### src/rtl/io_port_responder.sv
// Peripheral end of the CPU I/O port: TX FIFO for OUT bytes, holding register for IN bytes.
// Optional overflow trap FSM enabled by defining IO_OVERFLOW_TRAP_EN.
module io_port_responder #(
  parameter int WIDTH  = 8,
  parameter int DEPTH  = 4,
  parameter int ADDR_W = 2
) (
  input  logic              clk,
  input  logic              async_nreset,
  input  logic [WIDTH-1:0]  io_data_output,
  input  logic              io_write,
  output logic [WIDTH-1:0]  io_data_input,
  output logic [WIDTH-1:0]  out_data,
  output logic              out_valid,
  input  logic              out_ready,
  input  logic [WIDTH-1:0]  in_data,
  input  logic              in_valid,
  output logic              in_ready,
  output logic [ADDR_W:0]   fifo_count,
  output logic              overflow,
  input  logic              overflow_clear,
  output logic              trap_trigger
);

  localparam logic [ADDR_W:0] FULL_COUNT = (ADDR_W + 1)'(DEPTH);

  logic [WIDTH-1:0]  mem [DEPTH];
  logic [ADDR_W-1:0] wr_ptr;
  logic [ADDR_W-1:0] rd_ptr;
  logic [ADDR_W:0]   count;
  logic              full;
  logic              pop;
  logic              push;
  logic              drop;

  // A pop in the same cycle frees a slot, so a write into a full FIFO is still accepted.
  assign full       = (count == FULL_COUNT);
  assign out_valid  = (count != '0);
  assign pop        = out_valid & out_ready;
  assign push       = io_write & (~full | pop);
  assign drop       = io_write & full & ~pop;
  assign out_data   = mem[rd_ptr];
  assign fifo_count = count;

  always_ff @(posedge clk) begin
    if (push) begin
      mem[wr_ptr] <= io_data_output;
    end
  end

  always_ff @(posedge clk or negedge async_nreset) begin
    if (!async_nreset) begin
      wr_ptr <= '0;
      rd_ptr <= '0;
      count  <= '0;
    end else begin
      if (push) begin
        wr_ptr <= wr_ptr + 1'b1;
      end
      if (pop) begin
        rd_ptr <= rd_ptr + 1'b1;
      end
      case ({push, pop})
        2'b10:   count <= count + 1'b1;
        2'b01:   count <= count - 1'b1;
        default: count <= count;
      endcase
    end
  end

  // A drop on the same edge as a clear keeps the flag set.
  always_ff @(posedge clk or negedge async_nreset) begin
    if (!async_nreset) begin
      overflow <= 1'b0;
    end else if (drop) begin
      overflow <= 1'b1;
    end else if (overflow_clear) begin
      overflow <= 1'b0;
    end
  end

  always_ff @(posedge clk or negedge async_nreset) begin
    if (!async_nreset) begin
      in_ready      <= 1'b0;
      io_data_input <= '0;
    end else begin
      in_ready <= 1'b1;
      if (in_valid && in_ready) begin
        io_data_input <= in_data;
      end
    end
  end

`ifdef IO_OVERFLOW_TRAP_EN
  typedef enum logic {IDLE, ARMED} trap_state_t;

  trap_state_t trap_state;

  // Only the first drop after a clear raises a one-cycle trap pulse.
  always_ff @(posedge clk or negedge async_nreset) begin
    if (!async_nreset) begin
      trap_state   <= IDLE;
      trap_trigger <= 1'b0;
    end else begin
      trap_trigger <= 1'b0;
      case (trap_state)
        IDLE: begin
          if (drop) begin
            trap_state   <= ARMED;
            trap_trigger <= 1'b1;
          end
        end
        ARMED: begin
          if (overflow_clear && !drop) begin
            trap_state <= IDLE;
          end
        end
      endcase
    end
  end
`else
  assign trap_trigger = 1'b0;
`endif

endmodule
### config.mk
export PLATFORM = sky130hd
export DESIGN_NAME = io_port_responder
export DESIGN_NICKNAME = d
export VERILOG_FILES = /design/src/rtl/io_port_responder.sv
export SDC_FILE = /design/constraint.sdc
export NUM_CORES = 1
export LEC_CHECK = 0
export ABC_AREA = 1
export CORE_ASPECT_RATIO = 0.75
export CORE_MARGIN = 1
export CORE_UTILIZATION = 45
export CTS_CLUSTER_DIAMETER = 200
export DETAILED_ROUTE_END_ITERATION = 16
export PLACE_DENSITY = 0.87
export SKIP_CTS_REPAIR_TIMING = 1
export SYNTH_ARGS = -nofsm -noshare
export SYNTH_HDL_FRONTEND = slang
export SYNTH_SLANG_ARGS = --single-unit
### constraint.sdc
create_clock -name clk -period 1.56 [get_ports clk]
set_input_delay 0.312 -clock clk [delete_from_list [all_inputs] [get_ports clk]]
set_output_delay 0.312 -clock clk [all_outputs]
set_load 0.01 [all_outputs]
==> out/metrics.csv, run 1 <==
metric;value;unit
status;finished with violations;
failing checks;setup timing;
routed wl met3;289;µm
Starting Density;0.4820;
CP endpoint kind;output pin;
largest family of logic cells by synthesized area;simple AND/OR/NAND/NOR gates;
htree depth;2;
register area share after synthesis;0.6882;
final hold vios;0;
Placed Cells;270;
first-pass GRT wire length;6216;µm
synth-to-layout area growth;36.77;%
Root Buffer;clkbuf_8;
Peak Freq;611.1;MHz
CTS tree;built;
FF-to-FF path depth;9;
CP required;1.25;ns
Max VDD drop;0.6894;mV
final worst slack;-0.07629;ns
P_sw;1.615;mW
Compound-Gate Fraction of Synth Area;0.08261;
drt pass-1 iters;4;
Int Pwr;2.963;mW
core area;0.004179;mm²
CTS max path bufs;2;
pwr/cell area;1662;mW/mm²
Vias;1390;
Via-to-Cell Ratio;4.964;
most frequent cells in the layout;edfxtp_1, clkdlybuf4s50_1, nor2_1;
Final ANT Viol Nets;0;
sequential share of power;0.402;
n_diodes;0;
final cycle utilization of the critical path;1.049;
Clock power frac;0.153;
nets@finish;251;
largest net degree at the start of global routing;18;
Sw Share;0.3528;
adder-cell share of the synthesized area;0.03478;
final setup fails;8;
Finished Layout Cells;280;
Die ar.;0.004751;mm²
flop and latch count out of synthesis;49;
# clock sinks;49;
Reg2Reg Setup Slack;0.06;ns
DP HPWL;2938;µm
post-layout minimum cycle time;1.636;ns
total gr overflow;0;
WS Path Type;register to output pin;
layout cells sized above 1;0.2489;
Clock transition at path regs;0.09;ns
leading cell type in the layout, fill and taps excluded;edfxtp_1;
fin. max-slew vios;0;
max cap viols;0;
met2 WL post-DR;2025;µm
crit path max fanout;16;
RSZ-0062 raised after global routing;true;
CP delay by family, top;buffers and inverters;
Num CTS Buffers;5;
I/O pin cnt;45;
number of global-route vias before repair;1320;
clock skew;0.004310;ns
multiplexer share of the synthesized area;0.04472;
slowest stage delay, CP;0.38;ns
Die X-Extent;79.26;µm
CP Buf/Inv Count;3;
Mapped Avg Cell Area;12.59;µm²
Static Leak;1.159;nW
RePlAce Congestion;0.8191;
part of the power in combinational logic;0.445;
simple-gate share of the synthesized area;0.08696;
antenna violations before repair;0;
number of core rows;20;
syn nets;187;
area of the mapped netlist;0.002014;mm²
Mapped Cells;160;
Yosys cell types;22;
Clk Latency, worst-skew pair;0.29;ns
crit-path cells;inv_2, buf_12, o21ai_0, o22ai_1, dlymetal6s2s_1;
Tot GR Track Use;0.1851;
total wire length;4066;µm
Critical Path AT;1.32;ns
total negative slack;-0.4739;ns
Crit Reg-Reg Endpoint;fifo_count[2];
Synth Warn #;0;
die height;59.95;µm
Remaining DRCs;0;
startpoint types;register;
DRT iter0 DRCs;125;
Top Metal Used;met4;
Wirelength per Cell;14.52;µm
slowest CP cell;dfrtp_1;
launch point of the worst reg-to-reg path;fifo_count[0];
IO Port Bufs;43;
met1 WL;1672;µm
Post-Synth XOR/XNOR Area;0.01304;
class of the worst hold path;input pin to asynchronous set/reset pin;
[metal layers]
metal | global-route usage | vias to the layer above
met5 | 0 | -
met4 | 0.09610 | 0
met3 | 0.05191 | 8
met2 | 0.3067 | 56
met1 | 0.2250 | 655
li1 | - | 671
[synth_stat cells]
| cell | n | area (µm²) |
|---|---|---|
| a21oi_1 | 1 | 5.000 |
| buf_2 | 2 | 10.01 |
| buf_4 | 1 | 7.510 |
| clkbuf_1 | 2 | 7.510 |
| conb_1 | 2 | 7.510 |
| dfrtp_1 | 17 | 425.4 |
| edfxtp_1 | 32 | 960.9 |
| fa_1 | 1 | 20.02 |
| ha_1 | 4 | 50.05 |
| inv_1 | 18 | 67.56 |
| mux2_2 | 8 | 90.09 |
| nand2_1 | 9 | 33.78 |
| nand2_2 | 1 | 6.260 |
| nand3_1 | 4 | 20.02 |
| nand3_2 | 1 | 10.01 |
| nand4_1 | 2 | 12.51 |
| nor2_1 | 23 | 86.33 |
| nor2_2 | 1 | 6.260 |
| o21ai_0 | 19 | 95.09 |
| o21ai_4 | 1 | 16.27 |
| o22ai_1 | 8 | 50.05 |
| xor2_1 | 3 | 26.28 |
[power by group through the flow]
| stage | Clock, mW | Combinational [mW] | Sequential (mW) |
|---|---|---|---|
| floorplan | 0 | 0.959 | 1.87 |
| global placement | 0 | 1.97 | 1.83 |
| detailed placement | 0 | 2.03 | 1.85 |
| CTS | 0.722 | 2.04 | 1.82 |
| global route | 0.774 | 2.26 | 1.87 |
| finish | 0.702 | 2.04 | 1.84 |
[cells by family (layout without fill, tap and decap cells)]
family	Yosys count	in the layout
other	2	2
adder cells (fa/ha/maj)	5	5
AND/OR/NAND/NOR	41	41
XOR/XNOR	3	3
buffers and inverters	23	88
AO/OA/AOI/OAI	29	29
multiplexers	8	8
flip-flops	49	49
[state kept, by name, summed over array words and instances, names as in the netlist]
register	cells
rd_ptr	2
wr_ptr	2
io_data_input	8
mem	32
in_ready	1
fifo_count	3
overflow	1
[stage by stage]
| stage | utilization | setup slack [ns] | cell area (µm²) | power (mW) | hold slack, ns |
|---|---|---|---|---|---|
| after floorplan | - | -0.1039 | 2019 | 2.827 | 0.01641 |
| after global placement | 0.6302 | -0.2437 | 2634 | 3.799 | 0.4858 |
| after detailed placement | 0.6302 | -0.3638 | 2634 | 3.878 | 0.4930 |
| after CTS | 0.6509 | -0.5008 | 2720 | 4.581 | 0.3328 |
| after global routing | 0.6593 | -0.1539 | 2755 | 4.898 | 0.3460 |
| final | 0.6593 | -0.07629 | 2755 | 4.578 | 0.3330 |
[how the worst max path moves through the flow]
stage / start / endpoint / depth (start not counted)
floorplan: fifo_count[2] / mem[0][0] / 4
global placement: out_ready / mem[0][0] / 6
detailed placement: out_ready / mem[0][4] / 6
CTS: rd_ptr[0] / out_data[5] / 5
global route: rd_ptr[0] / out_data[2] / 4
finish: rd_ptr[0] / out_data[2] / 5
[final cells by class]
| cell class | instances | area [µm²] |
|---|---|---|
| Multi-Input combinational cell | 88 | 564.3 |
| Clock inverter | 3 | 17.52 |
| Timing Repair Buffer | 62 | 581.8 |
| Clock buffer | 5 | 68.82 |
| Tap cell | 55 | 68.82 |
| Inverter | 18 | 67.56 |
| Fill cell | 301 | 1424 |
| Sequential cell | 49 | 1386 |
No activity file was read; power rests on OpenSTA's default activity.
==> run 2: changes to the inputs <==
- CELL_PAD_IN_SITES_DETAIL_PLACEMENT: not set -> 1
- CELL_PAD_IN_SITES_GLOBAL_PLACEMENT: not set -> 2
- CORE_UTILIZATION: 45 -> 29
- PLACE_DENSITY: 0.87 -> 0.86
==> run 2 against run 1 <==
Against the previous run:
- the flow still finishes with violations (setup timing)
- critical endpoint is now out_data[1]
- worst hold slack gained 0.018 ns
- first-iteration DRC count shrank 68%
- sequential power is essentially flat
- flip-flop and latch count is the same
- wire length grew 10%
- clock-buffer cell count grew 2
- combinational power is essentially flat
- highest routed layer unchanged
- die area grew 53%
- largest cell class unchanged
==> out/metrics.csv, run 2 (synthesis results as in run 1) <==
metric;value;unit;change
Placed Cells;300;;was 270
Clock power frac;0.156;;was 0.153
htree depth;2;;unchanged
slowest CP cell;dfrtp_1;;unchanged
die height;74.18;µm;was 59.95 µm
antenna violations before repair;0;;unchanged
I/O pin cnt;45;;unchanged
Finished Layout Cells;309;;was 280
Sw Share;0.3587;;was 0.3528
final hold vios;0;;unchanged
CP delay by family, top;flip-flops;;was buffers and inverters
Remaining DRCs;0;;unchanged
most frequent cells in the layout;edfxtp_1, clkdlybuf4s50_1, nor2_1;;unchanged
part of the power in combinational logic;0.444;;was 0.445
# clock sinks;49;;unchanged
Clk Latency, worst-skew pair;0.29;ns;about the same
nets@finish;254;;was 251
final cycle utilization of the critical path;1.076;;was 1.049
sequential share of power;0.400;;was 0.402
number of core rows;25;;was 20
Critical Path AT;1.37;ns;was 1.32 ns
final worst slack;-0.1183;ns;was -0.07629 ns
Die ar.;0.007287;mm²;was 0.004751 mm²
CP endpoint kind;output pin;;unchanged
Static Leak;1.179;nW;was 1.159 nW
Via-to-Cell Ratio;4.498;;was 4.964
core area;0.006506;mm²;was 0.004179 mm²
largest net degree at the start of global routing;18;;unchanged
crit path max fanout;10;;was 16
CTS tree;built;;unchanged
startpoint types;register;;unchanged
final setup fails;8;;unchanged
Peak Freq;595.8;MHz;was 611.1 MHz
Clock transition at path regs;0.09;ns;about the same
total gr overflow;0;;unchanged
CP required;1.25;ns;about the same
n_diodes;0;;unchanged
class of the worst hold path;input pin to asynchronous set/reset pin;;unchanged
Reg2Reg Setup Slack;0.08;ns;was 0.06 ns
synth-to-layout area growth;39.19;%;was 36.77%
Wirelength per Cell;14.51;µm;was 14.52 µm
leading cell type in the layout, fill and taps excluded;edfxtp_1;;unchanged
Final ANT Viol Nets;0;;unchanged
total wire length;4485;µm;was 4066 µm
CTS max path bufs;2;;unchanged
crit-path cells;inv_2, buf_6, o21ai_0, o22ai_1, dlymetal6s2s_1;;was inv_2, buf_12, o21ai_0, o22ai_1, dlymetal6s2s_1
max FFs per register;32;;unchanged
Starting Density;0.3096;;was 0.4820
Tot GR Track Use;0.1316;;was 0.1851
Root Buffer;clkbuf_8;;unchanged
number of global-route vias before repair;1457;;was 1,320
Int Pwr;2.948;mW;was 2.963 mW
WS Path Type;register to output pin;;unchanged
Util after Layout;0.4310;;was 0.6593
RePlAce Congestion;0.7546;;was 0.8191
Max VDD drop;0.5088;mV;was 0.6894 mV
layout cells sized above 1;0.2412;;was 0.2489
DRT iter0 DRCs;40;;was 125
fin. max-slew vios;0;;unchanged
Num CTS Buffers;5;;unchanged
total negative slack;-0.4762;ns;was -0.4739 ns
P_sw;1.649;mW;was 1.615 mW
Die X-Extent;98.24;µm;was 79.26 µm
clock skew;0.005491;ns;was 0.004310 ns
IO Port Bufs;43;;unchanged
DP HPWL;3311;µm;was 2938 µm
register name with the most flops;mem;;unchanged
failing checks;setup timing;;unchanged
slowest stage delay, CP;0.40;ns;was 0.38 ns
first-pass GRT wire length;7182;µm;was 6216 µm
max cap viols;0;;unchanged
drt pass-1 iters;6;;was 4
pwr/cell area;1640;mW/mm²;was 1662 mW/mm²
status;finished with violations;;unchanged
RSZ-0062 raised after global routing;true;;unchanged
CP Buf/Inv Count;3;;unchanged
post-layout minimum cycle time;1.678;ns;was 1.636 ns
Vias;1390;;unchanged
## run 2: changes by cell type in the layout (fill, tap and decap cells not counted), sizes merged
cell and delta:
clkdlybuf4s50 -2, dlymetal6s2s +1, buf +4, clkinv -2, clkbuf +2
## run 2: power groups by stage
stage                     sequential, mW  combinational (mW)  clock [mW]
after floorplan                     1.87               0.959           0
after global placement              1.84                2.03           0
after detailed placement            1.86                2.08           0
after CTS                           1.83                2.10       0.744
after global routing                1.87                2.28       0.791
final                               1.84                2.04       0.718
## run 2: routing by layer
metal	global-route usage	share of wire	vias to the layer above	wire, µm
met5	0	0	-	0
met4	0.05473	0.012	0	53
met3	0.03008	0.031	4	138
met2	0.2222	0.48	22	2142
met1	0.1673	0.48	683	2151
li1	-	-	681	-
## run 2: final timing paths
kind	endpoint	from	cells after the start
worst max-delay path	out_data[1]	rd_ptr[0]	5
worst min-delay path	io_data_input[5]	async_nreset	2
worst max register to register	mem[3][1]	fifo_count[1]	5
worst min register to register	io_data_input[0]	io_data_input[0]	1
max in group asynchronous	wr_ptr[1]	async_nreset	2
min in group clk	overflow	out_ready	4
## run 2: per-stage QoR
step | area, µm² | setup WS [ns] | total power, mW | hold slack [ns]
after floorplan | 2019 | -0.1039 | 2.827 | 0.01641
after global placement | 2684 | -0.2528 | 3.873 | 0.4872
after detailed placement | 2684 | -0.3082 | 3.935 | 0.4966
after CTS | 2768 | -0.5799 | 4.671 | 0.3484
after global routing | 2804 | -0.2420 | 4.947 | 0.3688
final | 2804 | -0.1183 | 4.597 | 0.3511
## run 2: cell type report
type,count,area (µm²)
sequential,49,1386
fill,709,3702
multi-input combinational,88,568.0
clock inverter,1,7.507
timing repair buffer,65,596.8
clock buffer,7,76.32
tap,81,101.3
inverter,18,67.56
## run 2: worst register-to-register path: stages, from the launching register on
cell and delay [ns]:
dfrtp_1 0.42, nor2_4 0.07, a21oi_1 0.27, o21ai_4 0.10, nor2_1 0.12, buf_4 0.21
==> run 3: changes to the inputs <==
- CTS_CLUSTER_SIZE: not set -> 20
==> results of run 3 <==
Final layout, timing and power as in run 2 (identical DEF).
